<file path="config.mk">
export PLATFORM = sky130hd
export DESIGN_NAME = video_crtc_timing
export DESIGN_NICKNAME = d
export VERILOG_FILES = /design/src/rtl/video_crtc_timing.sv
export SDC_FILE = /design/constraint.sdc
export NUM_CORES = 1
export LEC_CHECK = 0
export CAP_MARGIN = 20
export CELL_PAD_IN_SITES_DETAIL_PLACEMENT = 0
export CELL_PAD_IN_SITES_GLOBAL_PLACEMENT = 1
export CORE_ASPECT_RATIO = 1.5
export CORE_MARGIN = 4
export CORE_UTILIZATION = 43
export DETAILED_ROUTE_END_ITERATION = 10
export GPL_TIMING_DRIVEN = 0
export PLACE_DENSITY_LB_ADDON = 0.1
export SLEW_MARGIN = 15
export SYNTH_ARGS = -nofsm -noshare
export SYNTH_HDL_FRONTEND = slang
export SYNTH_SLANG_ARGS = --single-unit
export TNS_END_PERCENT = 30
</file>
<file path="constraint.sdc">
create_clock -name sys_clock_i -period 6.1 [get_ports sys_clock_i]
set_input_delay 1.22 -clock sys_clock_i [delete_from_list [all_inputs] [get_ports sys_clock_i]]
set_output_delay 1.22 -clock sys_clock_i [all_outputs]
set_load 0.03 [all_outputs]
</file>
<file path="src/rtl/video_crtc_timing.sv">
// video_crtc_timing
//   6545-style CRTC raster timing generator. Reads the decoded R0..R13
//   register values and, once per character clock enable, emits hsync,
//   vsync, display enable, refresh memory address and raster address for
//   the character being produced, then advances the raster counters.
//
// Ports
//   sys_clock_i          system clock
//   reset_i              synchronous active-high reset
//   clk_en_i             character clock enable
//   r0..r9, r1213        live register values (see names for meaning)
//   h_sync_o, v_sync_o   active-high syncs
//   de_o                 display enable
//   ma_o, ra_o           refresh memory address / raster address
//   frame_start_o        one-cycle pulse on the char that starts a frame
//
// State   | meaning
// --------+-------------------------------------------------------------
// ACTIVE  | counting character rows 0..R4, ra runs 0..R9 within a row
// ADJUST  | R5 extra scanlines after the last row, display blanked
//
// A new frame is an action on the ADJUST->ACTIVE (or ACTIVE->ACTIVE when
// R5=0) transition: row/ra cleared and the start address reloaded.
module video_crtc_timing #(
  parameter bit SYNC_WIDTH_ZERO_IS_16 = 1'b1
) (
  input  logic        sys_clock_i,
  input  logic        reset_i,
  input  logic        clk_en_i,
  input  logic [7:0]  r0_h_total_i,
  input  logic [7:0]  r1_h_displayed_i,
  input  logic [7:0]  r2_h_sync_pos_i,
  input  logic [3:0]  r3_h_sync_width_i,
  input  logic [3:0]  r3_v_sync_width_i,
  input  logic [6:0]  r4_v_total_i,
  input  logic [4:0]  r5_v_adjust_i,
  input  logic [6:0]  r6_v_displayed_i,
  input  logic [6:0]  r7_v_sync_pos_i,
  input  logic [4:0]  r9_max_scan_line_i,
  input  logic [13:0] r1213_start_addr_i,
  output logic        h_sync_o,
  output logic        v_sync_o,
  output logic        de_o,
  output logic [13:0] ma_o,
  output logic [4:0]  ra_o,
  output logic        frame_start_o
);

  typedef enum logic {ST_ACTIVE, ST_ADJUST} state_t;

  state_t      state;
  logic [7:0]  h_cnt;
  logic [4:0]  ra;
  logic [6:0]  row;
  logic [4:0]  adj_cnt;
  logic [13:0] ma_row;
  logic [3:0]  hs_left;   // hsync chars still to go after the current one
  logic [3:0]  vs_left;   // vsync scanlines still to go after the current one
  logic        vs_on;

  logic        h_wrap;
  logic        hs_en, hs_trig, hs_now;
  logic        vs_en, vs_trig, vs_now;
  logic [3:0]  vs_cur;
  logic        v_disp;

  // Wrap on >= so that lowering R0 below the current count still ends the line.
  assign h_wrap = (h_cnt >= r0_h_total_i);

  // A programmed width of 0 loads 15 remaining (16 total) via 4-bit wrap.
  assign hs_en   = (r3_h_sync_width_i != 4'd0) || SYNC_WIDTH_ZERO_IS_16;
  assign hs_trig = (hs_left == 4'd0) && (h_cnt == r2_h_sync_pos_i) && hs_en;
  assign hs_now  = (hs_left != 4'd0) || hs_trig;

  assign vs_en   = (r3_v_sync_width_i != 4'd0) || SYNC_WIDTH_ZERO_IS_16;
  assign vs_trig = !vs_on && (state == ST_ACTIVE) && (h_cnt == 8'd0) &&
                   (ra == 5'd0) && (row == r7_v_sync_pos_i) && vs_en;
  assign vs_now  = vs_on || vs_trig;
  assign vs_cur  = vs_trig ? (r3_v_sync_width_i - 4'd1) : vs_left;

  assign v_disp  = (row < r6_v_displayed_i) && (state == ST_ACTIVE);

  always_ff @(posedge sys_clock_i) begin
    if (reset_i) begin
      state         <= ST_ACTIVE;
      h_cnt         <= 8'd0;
      ra            <= 5'd0;
      row           <= 7'd0;
      adj_cnt       <= 5'd0;
      ma_row        <= r1213_start_addr_i;
      hs_left       <= 4'd0;
      vs_left       <= 4'd0;
      vs_on         <= 1'b0;
      h_sync_o      <= 1'b0;
      v_sync_o      <= 1'b0;
      de_o          <= 1'b0;
      ma_o          <= 14'd0;
      ra_o          <= 5'd0;
      frame_start_o <= 1'b0;
    end else begin
      frame_start_o <= 1'b0;
      if (clk_en_i) begin
        // Outputs describe the char at the current counters.
        h_sync_o      <= hs_now;
        v_sync_o      <= vs_now;
        de_o          <= (h_cnt < r1_h_displayed_i) && v_disp;
        ma_o          <= ma_row + {6'd0, h_cnt};
        ra_o          <= ra;
        frame_start_o <= (h_cnt == 8'd0) && (ra == 5'd0) && (row == 7'd0) &&
                         (state == ST_ACTIVE);

        if (hs_trig)
          hs_left <= r3_h_sync_width_i - 4'd1;
        else if (hs_left != 4'd0)
          hs_left <= hs_left - 4'd1;

        // vsync counts scanlines, so it only steps at line end.
        if (vs_now && h_wrap) begin
          if (vs_cur == 4'd0) begin
            vs_on <= 1'b0;
          end else begin
            vs_on   <= 1'b1;
            vs_left <= vs_cur - 4'd1;
          end
        end else if (vs_now) begin
          vs_on   <= 1'b1;
          vs_left <= vs_cur;
        end

        if (h_wrap) begin
          h_cnt <= 8'd0;
          case (state)
            ST_ACTIVE: begin
              if (ra >= r9_max_scan_line_i) begin
                ra <= 5'd0;
                if (row >= r4_v_total_i) begin
                  if (r5_v_adjust_i != 5'd0) begin
                    state   <= ST_ADJUST;
                    adj_cnt <= r5_v_adjust_i - 5'd1;
                    ma_row  <= ma_row + {6'd0, r1_h_displayed_i};
                  end else begin
                    row    <= 7'd0;
                    ma_row <= r1213_start_addr_i;
                  end
                end else begin
                  row    <= row + 7'd1;
                  ma_row <= ma_row + {6'd0, r1_h_displayed_i};
                end
              end else begin
                ra <= ra + 5'd1;
              end
            end
            ST_ADJUST: begin
              if (adj_cnt == 5'd0) begin
                state  <= ST_ACTIVE;
                ra     <= 5'd0;
                row    <= 7'd0;
                ma_row <= r1213_start_addr_i;
              end else begin
                adj_cnt <= adj_cnt - 5'd1;
                ra      <= ra + 5'd1;
              end
            end
          endcase
        end else begin
          h_cnt <= h_cnt + 8'd1;
        end
      end
    end
  end

endmodule

</file>
Word level (Yosys, flattened, before mapping):

Cells that the tools add are included.

* bits in registers: 72
* input bits: 80
* output and inout port bits: 23
* word-level logic and storage cells: 114

* $add $sub $neg: 11
* magnitude comparators: 5
* equal/unequal tests: 11
* multiplexer cells: 36
* bitwise logic cells: 2
* reductions and logical operators: 34

Operators by type and width (number)
* 14-bit two-way mux: 7
* 5-bit two-way mux: 6
* 14-bit by 8-bit adder with 14-bit output: 2
* 7-bit two-way mux: 4
* 14-bit one-hot mux with 2 select lines: 1
* 4-bit two-way mux: 6
* 5-bit one-hot mux with 2 select lines: 2
* 4-bit by 1-bit subtractor with 4-bit output, second input constant: 4
* 7-bit one-hot mux with 2 select lines: 1
* 1-bit logical AND: 11
* 5-bit zero test: 2
* 5-bit by 1-bit subtractor with 5-bit output, second input constant: 2
* 8-bit by 1-bit adder with 8-bit output, second input constant: 1
* 8-bit == test: 1
* 8-bit >= comparator: 1
* 4-bit zero test: 2
* 8-bit zero test: 1
* 8-bit < comparator: 1
* 8-bit two-way mux: 1
* 2-bit by 1-bit inequality test with 1-bit output, second input constant: 4
* 2-bit nonzero test: 4
* 7-bit by 1-bit adder with 7-bit output, second input constant: 1
* 7-bit == test: 1
* 7-bit >= comparator: 1
* 20 further kinds: 32

Depth between registers and ports, before layout:

Gate-level depths: netlist (run 1).

* depth after elaboration: 9
* mapped depth: 16
* mapped depth without buffers: 14

Least setup slack after synthesis (run 1):

No wires, ideal clock.

* kind: input -> register
* start: input r7_v_sync_pos_i[0]
* end: register vs_left[2]
* setup time: 0.137 ns
* arrival: 3.832 ns
* required time: 5.963 ns
* setup slack: 2.130 ns
* cell stages on the path: 13
* buffers on the path: 1
* cell sequence: xor2_1 -> nor4_4 -> and3_4 -> buf_6 -> mux2i_1 -> ha_1 -> inv_1 -> or2_0 -> o32a_1 -> o31a_1 -> o21ai_2 -> o22a_1 -> a41oi_2

* word-level cells in the longest chain between the ends: 6
* elaborated cells between the ends (all ways): 13
* classes of those cells: add/sub: 1; eq/ne: 2; mux: 4; reduce/logical: 6

Ends and longest elaborated chain
* start: declaration: line 38 `input logic [6:0] r7_v_sync_pos_i,`
* 7-bit == test (*): line 77 `(ra == 5'd0) && (row == r7_v_sync_pos_i) && vs_en;`
* 1-bit logical AND (*): line 77
* 4-bit two-way mux or 1-bit logical OR (tied branches): line 79, 78
* 4-bit by 1-bit subtractor with 4-bit output (tied with other cells): line 123 `vs_left <= vs_cur - 4'd1;`
* 4-bit two-way mux (tied with other cells): line 119 `if (vs_cur == 4'd0) begin`
* 4-bit two-way mux or 3-bit AND reduction (tied branches)
* end signal: assignment: line 123
* end signal: assignment: line 127 `vs_left <= vs_cur;`
* end: declaration: line 58 `logic [3:0] vs_left;`

Mark *: on every way between the ends. The rest lies on a longest branch, timed or not. The select of a mux whose other input is x is not followed.
A chain may end at the register's enable or synchronous reset.

Worst setup path after layout (run 1):

* start: input r7_v_sync_pos_i[0]
* end: register vs_left[3]

The elaborated chain is that of the path after synthesis.

==> summary.txt, run 1 <==
Status
  • Status: completed

Setup path
  • CP endpoint: vs_left[3]
  • Worst r2r dst: vs_left[3]
  • Reg2reg setup slack: 2.08 ns
  • Critical path startpoint: r7_v_sync_pos_i[0]
  • Worst-path maximum fanout: 10
  • Setup crit start kind: input port
  • CP required: 6.35 ns
  • Critical path class: input port to flop
  • Reg2reg path depth: 16
  • Reg-to-Reg Start: h_cnt[0]
  • Setup crit end kind: flop
  • CP Data Arrival Time: 4.77 ns

Placement
  • Hpwl dp: 12.2 mm
  • Placer Congestion: 0.873
  • DP Area: 6680 µm²
  • Input/output buffers: 102

Finish
  • Area Overhead vs Synth: 28.3%
  • Most common cell after layout, fill and taps aside: clkdlybuf4s50_1
  • Share of cells above drive strength 1: 0.0782
  • Antenna cells: 0
  • Fillers: 1,150
  • Fin util: 0.563
  • # nets final: 878
  • Leading cell types in the layout, fill and taps excluded: 102 x clkdlybuf4s50_1, 60 x nor2_1, 59 x ha_1
  • Design area: 7010 µm²
  • Area of the multi-input gates: 3600 µm²
  • Sequential Area: 1580 µm²

Clock network
  • Post-cts resize count: 0
  • Clock network latency to the later pin of the worst-skew pair: 0.33 ns
  • Num CTS Buffers: 9
  • Clock Path Buffers: 2
  • H-tree levels: 3
  • Post-CTS Hold Fix Bufs: 0
  • CTS tree: yes
  • Clock transition at path regs: 0.06 ns
  • CTS root buf: clkbuf_16
  • Post-CTS setup buffers: 0
  • Clk sinks: 72

Logic synthesis
  • Sequential area share after synthesis: 0.289
  • Post-synthesis instance total: 623
  • Synth warn: 0
  • Share of flip-flops with an asynchronous set or reset: 0
  • Post-synth EDFFs: 14
  • Post-Syn Area: 5470 µm²
  • Most used DFF post-synth: dfxtp_1
  • Synthesized Nets: 764
  • Number of synthesized register bits: 72
  • Synth unique cells: 78
  • Avg Inst Size Synth: 8.77 µm²

GRT
  • Pin count of the biggest net entering global routing: 21
  • GRT overflow: 0
  • Number of global-route vias before repair: 5,105
  • GRT Util Overall: 0.212
  • Global-route wire length before repair: 24.8 mm
  • Initial antenna violation count: 0

Drt
  • Vias: 4,938
  • Detailed Routing Iterations Pass 1: 4
  • Post-route ant nets: 0
  • Detailed Route Iter0 Violations: 183
  • Routed vias/inst: 5.50
  • DR DRC count: 0
  • Routed len/inst: 17.3 µm
  • Post-Route WL: 15.5 mm

Floorplan
  • Top Ports: 103
  • Core Region: 12,400 µm²
  • Die Y: 146 µm
  • Starting density of the core: 0.439
  • Die Wd: 100 µm
  • Num rows: 50
  • Die ar.: 14,600 µm²

Timing
  • Slew HR: 0.484
  • Post-layout minimum cycle time: 4.52 ns
  • FMAX: 221 MHz
  • Hold Vio Cnt, Final: 0
  • Setup violations, final: 0
  • Actual slew at the worst max-slew pin: 0.774 ns
  • Period utilization: 0.741
  • RSZ-0062 raised after global routing: no
  • Skew final: 0.00529 ns
  • Setup TNS: 0 ns
  • Final Slew Violations: 0

Pwr
  • Max VDD drop: 176 µV
  • Lkg Pwr: 3.01 nW
  • Pwr dens: 219 nW/µm²

Min path
  • Hold crit path type: flop to flop

Job
  • Max Cap Violations: 0
==> worst min-delay path by stage <==
stage	startpoint	to	slack, ns	cells after the start
floorplan	hs_left[1]	hs_left[1]	0.45	2
global placement	hs_left[1]	hs_left[1]	0.46	2
detailed placement	h_sync_o	h_sync_o	0.47	2
CTS	h_sync_o	h_sync_o	0.47	2
global route	hs_left[1]	hs_left[1]	0.50	2
finish	h_sync_o	h_sync_o	0.47	2
==> cells by family (layout without fill, tap and decap cells) <==
kind of cell               Yosys count  after routing  share of synthesized area
buffers and inverters               72            191                     0.0524
AOI/OAI and AO/OA                  138            138                      0.183
DFF                                 72             72                      0.289
muxes                               29             29                     0.0549
and+or+nand+nor                    196            196                      0.190
xor gates and xnor gates            55             55                     0.0881
adders and majority gates           61             61                      0.142
==> synthesized netlist by cell type (14+ instances only) <==
cell | number | area [µm²]
xnor2_1 | 22 | 193
o21ai_0 | 18 | 90.1
nand2_1 | 43 | 161
mux2i_1 | 21 | 210
dfxtp_1 | 58 | 1160
ha_1 | 59 | 738
nor2_1 | 60 | 225
xor2_1 | 33 | 289
inv_1 | 52 | 195
nand3_1 | 18 | 90.1
a21oi_1 | 35 | 175
edfxtp_1 | 14 | 420
a21o_1 | 16 | 120
==> sequential cells by signal, indices dropped and copies added (netlist names) <==
register       flops
h_cnt              8
hs_left            4
adj_cnt            5
frame_start_o      1
ma_row            14
vs_on              1
state              1
ra_o               5
vs_left            4
ma_o              14
v_sync_o           1
de_o               1
ra                 5
row                7
h_sync_o           1
==> per-layer routing <==
metal | GRT usage | vias up | routed length, µm
li1 | - | 2458 | -
met1 | 0.231 | 2318 | 6030
met2 | 0.396 | 125 | 8240
met3 | 0.0330 | 37 | 651
met4 | 0.0917 | 0 | 578
met5 | 0 | - | 0
==> stage by stage <==
step	hold slack, ns	total power (W)	setup slack [ns]	std cells
floorplan	0.445	0.000820	2.13	623
global placement	0.460	0.000959	1.35	881
detailed placement	0.466	0.000969	1.24	881
CTS	0.474	0.00155	1.59	897
global route	0.497	0.00162	1.33	898
finish	0.468	0.00154	1.58	898
==> where the power goes <==
group	internal, W	total (W)	switching (W)
Sequential	0.000528	0.000558	0.0000298
Clock	0.000366	0.000573	0.000206
Combinational	0.000196	0.000405	0.000210
==> worst max-delay path, stage by stage <==
cell and delay [ns]:
clkdlybuf4s50_1 0.42, xor2_1 0.17, nor4_4 0.38, and3_4 0.24
buf_6 0.14, mux2i_1 0.28, ha_1 0.33, inv_1 0.08
or2_0 0.22, o32a_1 0.33, o31a_1 0.28, o21ai_2 0.32
o21ai_0 0.16, a31oi_1 0.18
==> final cells by class <==
cell class,count,share of cell area
clock buffer,10,0.0341
tap,156,0.0278
inverter,52,0.0278
timing repair buffer,103,0.147
multi-input combinational,479,0.513
sequential,72,0.225
clock inverter,6,0.0118
buffer,20,0.0130
Note: power is estimated with default switching activity, not from simulation.
==> inputs of run 2 (changes only) <==
--- a/config.mk
+++ b/config.mk
@@ -10,7 +10,7 @@
 export CELL_PAD_IN_SITES_GLOBAL_PLACEMENT = 1
 export CORE_ASPECT_RATIO = 1.5
 export CORE_MARGIN = 4
-export CORE_UTILIZATION = 43
+export CORE_UTILIZATION = 40
 export DETAILED_ROUTE_END_ITERATION = 10
 export GPL_TIMING_DRIVEN = 0
 export PLACE_DENSITY_LB_ADDON = 0.1
==> constraint.sdc (replaced) <==
create_clock -name sys_clock_i -period 4.2 [get_ports sys_clock_i]
set_input_delay 0.84 -clock sys_clock_i [delete_from_list [all_inputs] [get_ports sys_clock_i]]
set_output_delay 0.84 -clock sys_clock_i [all_outputs]
set_load 0.03 [all_outputs]
==> summary.txt, run 2 (same netlist as run 1, synthesis figures left out) <==
Clock network
  • Clock Path Buffers: 2 (unchanged)
  • H-tree levels: 3 (unchanged)
  • CTS tree: yes
  • CTS root buf: clkbuf_16
  • Num CTS Buffers: 9 (unchanged)
  • Clock transition at path regs: 0.06 ns (about the same)
  • Clk sinks: 72 (unchanged)
  • Clock network latency to the later pin of the worst-skew pair: 0.33 ns (about the same)

Pwr
  • Pwr dens: 303 nW/µm² (+38%)
  • Lkg Pwr: 3.01 nW (about the same)
  • Flop pwr share: 0.383 (+0.020)
  • Cell internal pwr: 0.00146 W (+34%)
  • Switching power: 0.000655 W (+47%)
  • Comb power frac: 0.276 (+0.012)
  • Switching Fraction: 0.309 (+0.0190)
  • Max VDD drop: 197 µV (+12%)
  • Power share of the clock group: 0.342 (-0.031)

Placement
  • Dpl cells: 887 (+0.68%)
  • Hpwl dp: 12.2 mm (-0.28%)
  • Input/output buffers: 102 (unchanged)
  • Placer Congestion: 0.910 (+4.2%)

Finish
  • Fin cells: 905 (+0.78%)
  • Leading cell types in the layout, fill and taps excluded: 102 x clkdlybuf4s50_1, 60 x nor2_1, 58 x ha_1, 58 x dfxtp_1, 52 x inv_1
  • Fin util: 0.520 (-0.0439)
  • Area Overhead vs Synth: 28.0%
  • # nets final: 879 (+0.11%)
  • Antenna cells: 0 (unchanged)
  • Largest regs: ma_o: 14 flops, ma_row: 14 flops, h_cnt: 8 flops
  • Fillers: 1,285 (+12%)
  • Area of the multi-input gates: 3610 µm² (+0.49%)
  • Most common cell after layout, fill and taps aside: clkdlybuf4s50_1
  • Sequential Area: 1580 µm² (unchanged)
  • Share of cells above drive strength 1: 0.0861 (+0.00797)

Setup path
  • Setup crit end kind: flop
  • Setup crit start kind: input port
  • Critical path startpoint: r7_v_sync_pos_i[5]
  • Reg2reg path depth: 16 (unchanged)
  • Reg-to-Reg Start: h_cnt[0]
  • Critical path class: input port to flop
  • CP Data Arrival Time: 4.24 ns (-0.53 ns)
  • Reg2reg setup slack: 0.27 ns (-1.81 ns)
  • CP required: 4.45 ns (-1.90 ns)
  • Worst r2r dst: vs_left[3]
  • CP endpoint: vs_left[3]
  • Worst-path maximum fanout: 10 (unchanged)

Drt
  • Met2 wire length: 8.19 mm (-0.63%)
  • Post-Route WL: 15.5 mm (about the same)
  • Detailed Routing Iterations Pass 1: 4 (unchanged)
  • Post-route ant nets: 0 (unchanged)
  • Metal-1 WL: 6.21 mm (+3.1%)
  • Routed len/inst: 17.1 µm (-0.77%)
  • Highest Signal Layer: met4
  • Detailed Route Iter0 Violations: 131 (-28%)
  • Met3 wire len: 636 µm (-2.3%)
  • Routed vias/inst: 5.44 (-1.1%)
  • DR DRC count: 0 (unchanged)
  • Vias: 4,924 (-0.28%)

Timing
  • Skew final: 0.00311 ns (-0.00218 ns)
  • Final Slew Violations: 0 (unchanged)
  • Min Hold Slack: 0.479 ns (+0.0114 ns)
  • Post-layout minimum cycle time: 3.99 ns
  • FMAX: 251 MHz
  • Actual slew at the worst max-slew pin: 0.775 ns (+0.00100 ns)
  • Slew HR: 0.483 (-0.000667)
  • Setup violations, final: 0 (unchanged)
  • Hold Vio Cnt, Final: 0 (unchanged)
  • Period utilization: 0.950
  • RSZ-0062 raised after global routing: no

GRT
  • GRT overflow: 0 (unchanged)
  • Initial antenna violation count: 0 (unchanged)
  • GRT Util Overall: 0.203 (-0.00921)
  • Global-route wire length before repair: 24.6 mm (-0.91%)
  • Number of global-route vias before repair: 4,926 (-3.5%)
  • Pin count of the biggest net entering global routing: 21 (unchanged)

Floorplan
  • Core Region: 13,500 µm² (+8.2%)
  • Die Y: 151 µm (+3.5%)
  • Die ar.: 15,600 µm² (+7.0%)
  • Die Wd: 103 µm (+3.4%)
  • Starting density of the core: 0.406 (-0.0332)
  • Num rows: 52 (+4.0%)
  • Top Ports: 103 (unchanged)

Status
  • Status: completed

Min path
  • Hold crit path type: flop to flop

Job
  • Max Cap Violations: 0 (unchanged)
run 2: metal layers:
layer,global-route usage,vias up
li1,-,2477
met1,0.230,2306
met2,0.371,113
met3,0.0290,28
met4,0.0810,0
met5,0,-
run 2: stage by stage:
stage	setup WS (ns)	instance area, µm²	total power, W	setup TNS, ns
after floorplan	0.610	5470	0.00119	0
after global placement	-0.174	6690	0.00139	-0.678
after detailed placement	-0.261	6690	0.00141	-1.08
after CTS	0.0740	6960	0.00214	0
after global routing	0.00998	7000	0.00224	0
final	0.208	7000	0.00212	0
run 2: worst min-delay path by stage:
stage          slack (ns)  cells after the start        from         end
6_report             0.48                      2    h_sync_o    h_sync_o
5_1_grt              0.50                      2    h_sync_o    h_sync_o
4_1_cts              0.48                      2  hs_left[1]  hs_left[1]
3_5_place_dp         0.47                      2     ma_o[6]     ma_o[6]
3_3_place_gp         0.46                      2  hs_left[1]  hs_left[1]
2_1_floorplan        0.45                      2  hs_left[1]  hs_left[1]
run 2: final cells by class:
| type | instances | share of cell area |
|---|---|---|
| plain buffers | 20 | 0.0131 |
| clock buffers | 10 | 0.0342 |
| clock inverters | 6 | 0.00465 |
| inverters | 52 | 0.0279 |
| multi-input cells | 479 | 0.517 |
| flip-flops and latches | 72 | 0.226 |
| well taps | 162 | 0.0290 |
| repair buffers | 104 | 0.149 |
run 2: repair_timing:
action	in CTS	in global routing
setup buffers	0	1
resized for setup	0	4
hold buffers	0	0
endpoints found under the setup margin	0	4
run 2: power by group through the flow:
stage	combinational (W)	clock [W]	sequential [W]
2_1_floorplan	0.000342	0	0.000849
3_3_place_gp	0.000570	0	0.000823
3_5_place_dp	0.000583	0	0.000825
4_1_cts	0.000588	0.000743	0.000810
5_1_grt	0.000651	0.000771	0.000815
6_report	0.000584	0.000724	0.000810
run 2: worst max-delay path, cell delays in order:
cell and delay, ns:
clkdlybuf4s50_1 0.41, xor2_1 0.17, nor4_4 0.36, and3_4 0.24
buf_6 0.14, mux2i_2 0.28, ha_2 0.28, inv_1 0.06
or2_0 0.22, o32a_1 0.33, o31a_1 0.30, o21ai_4 0.27
o21ai_0 0.15, a31oi_1 0.19
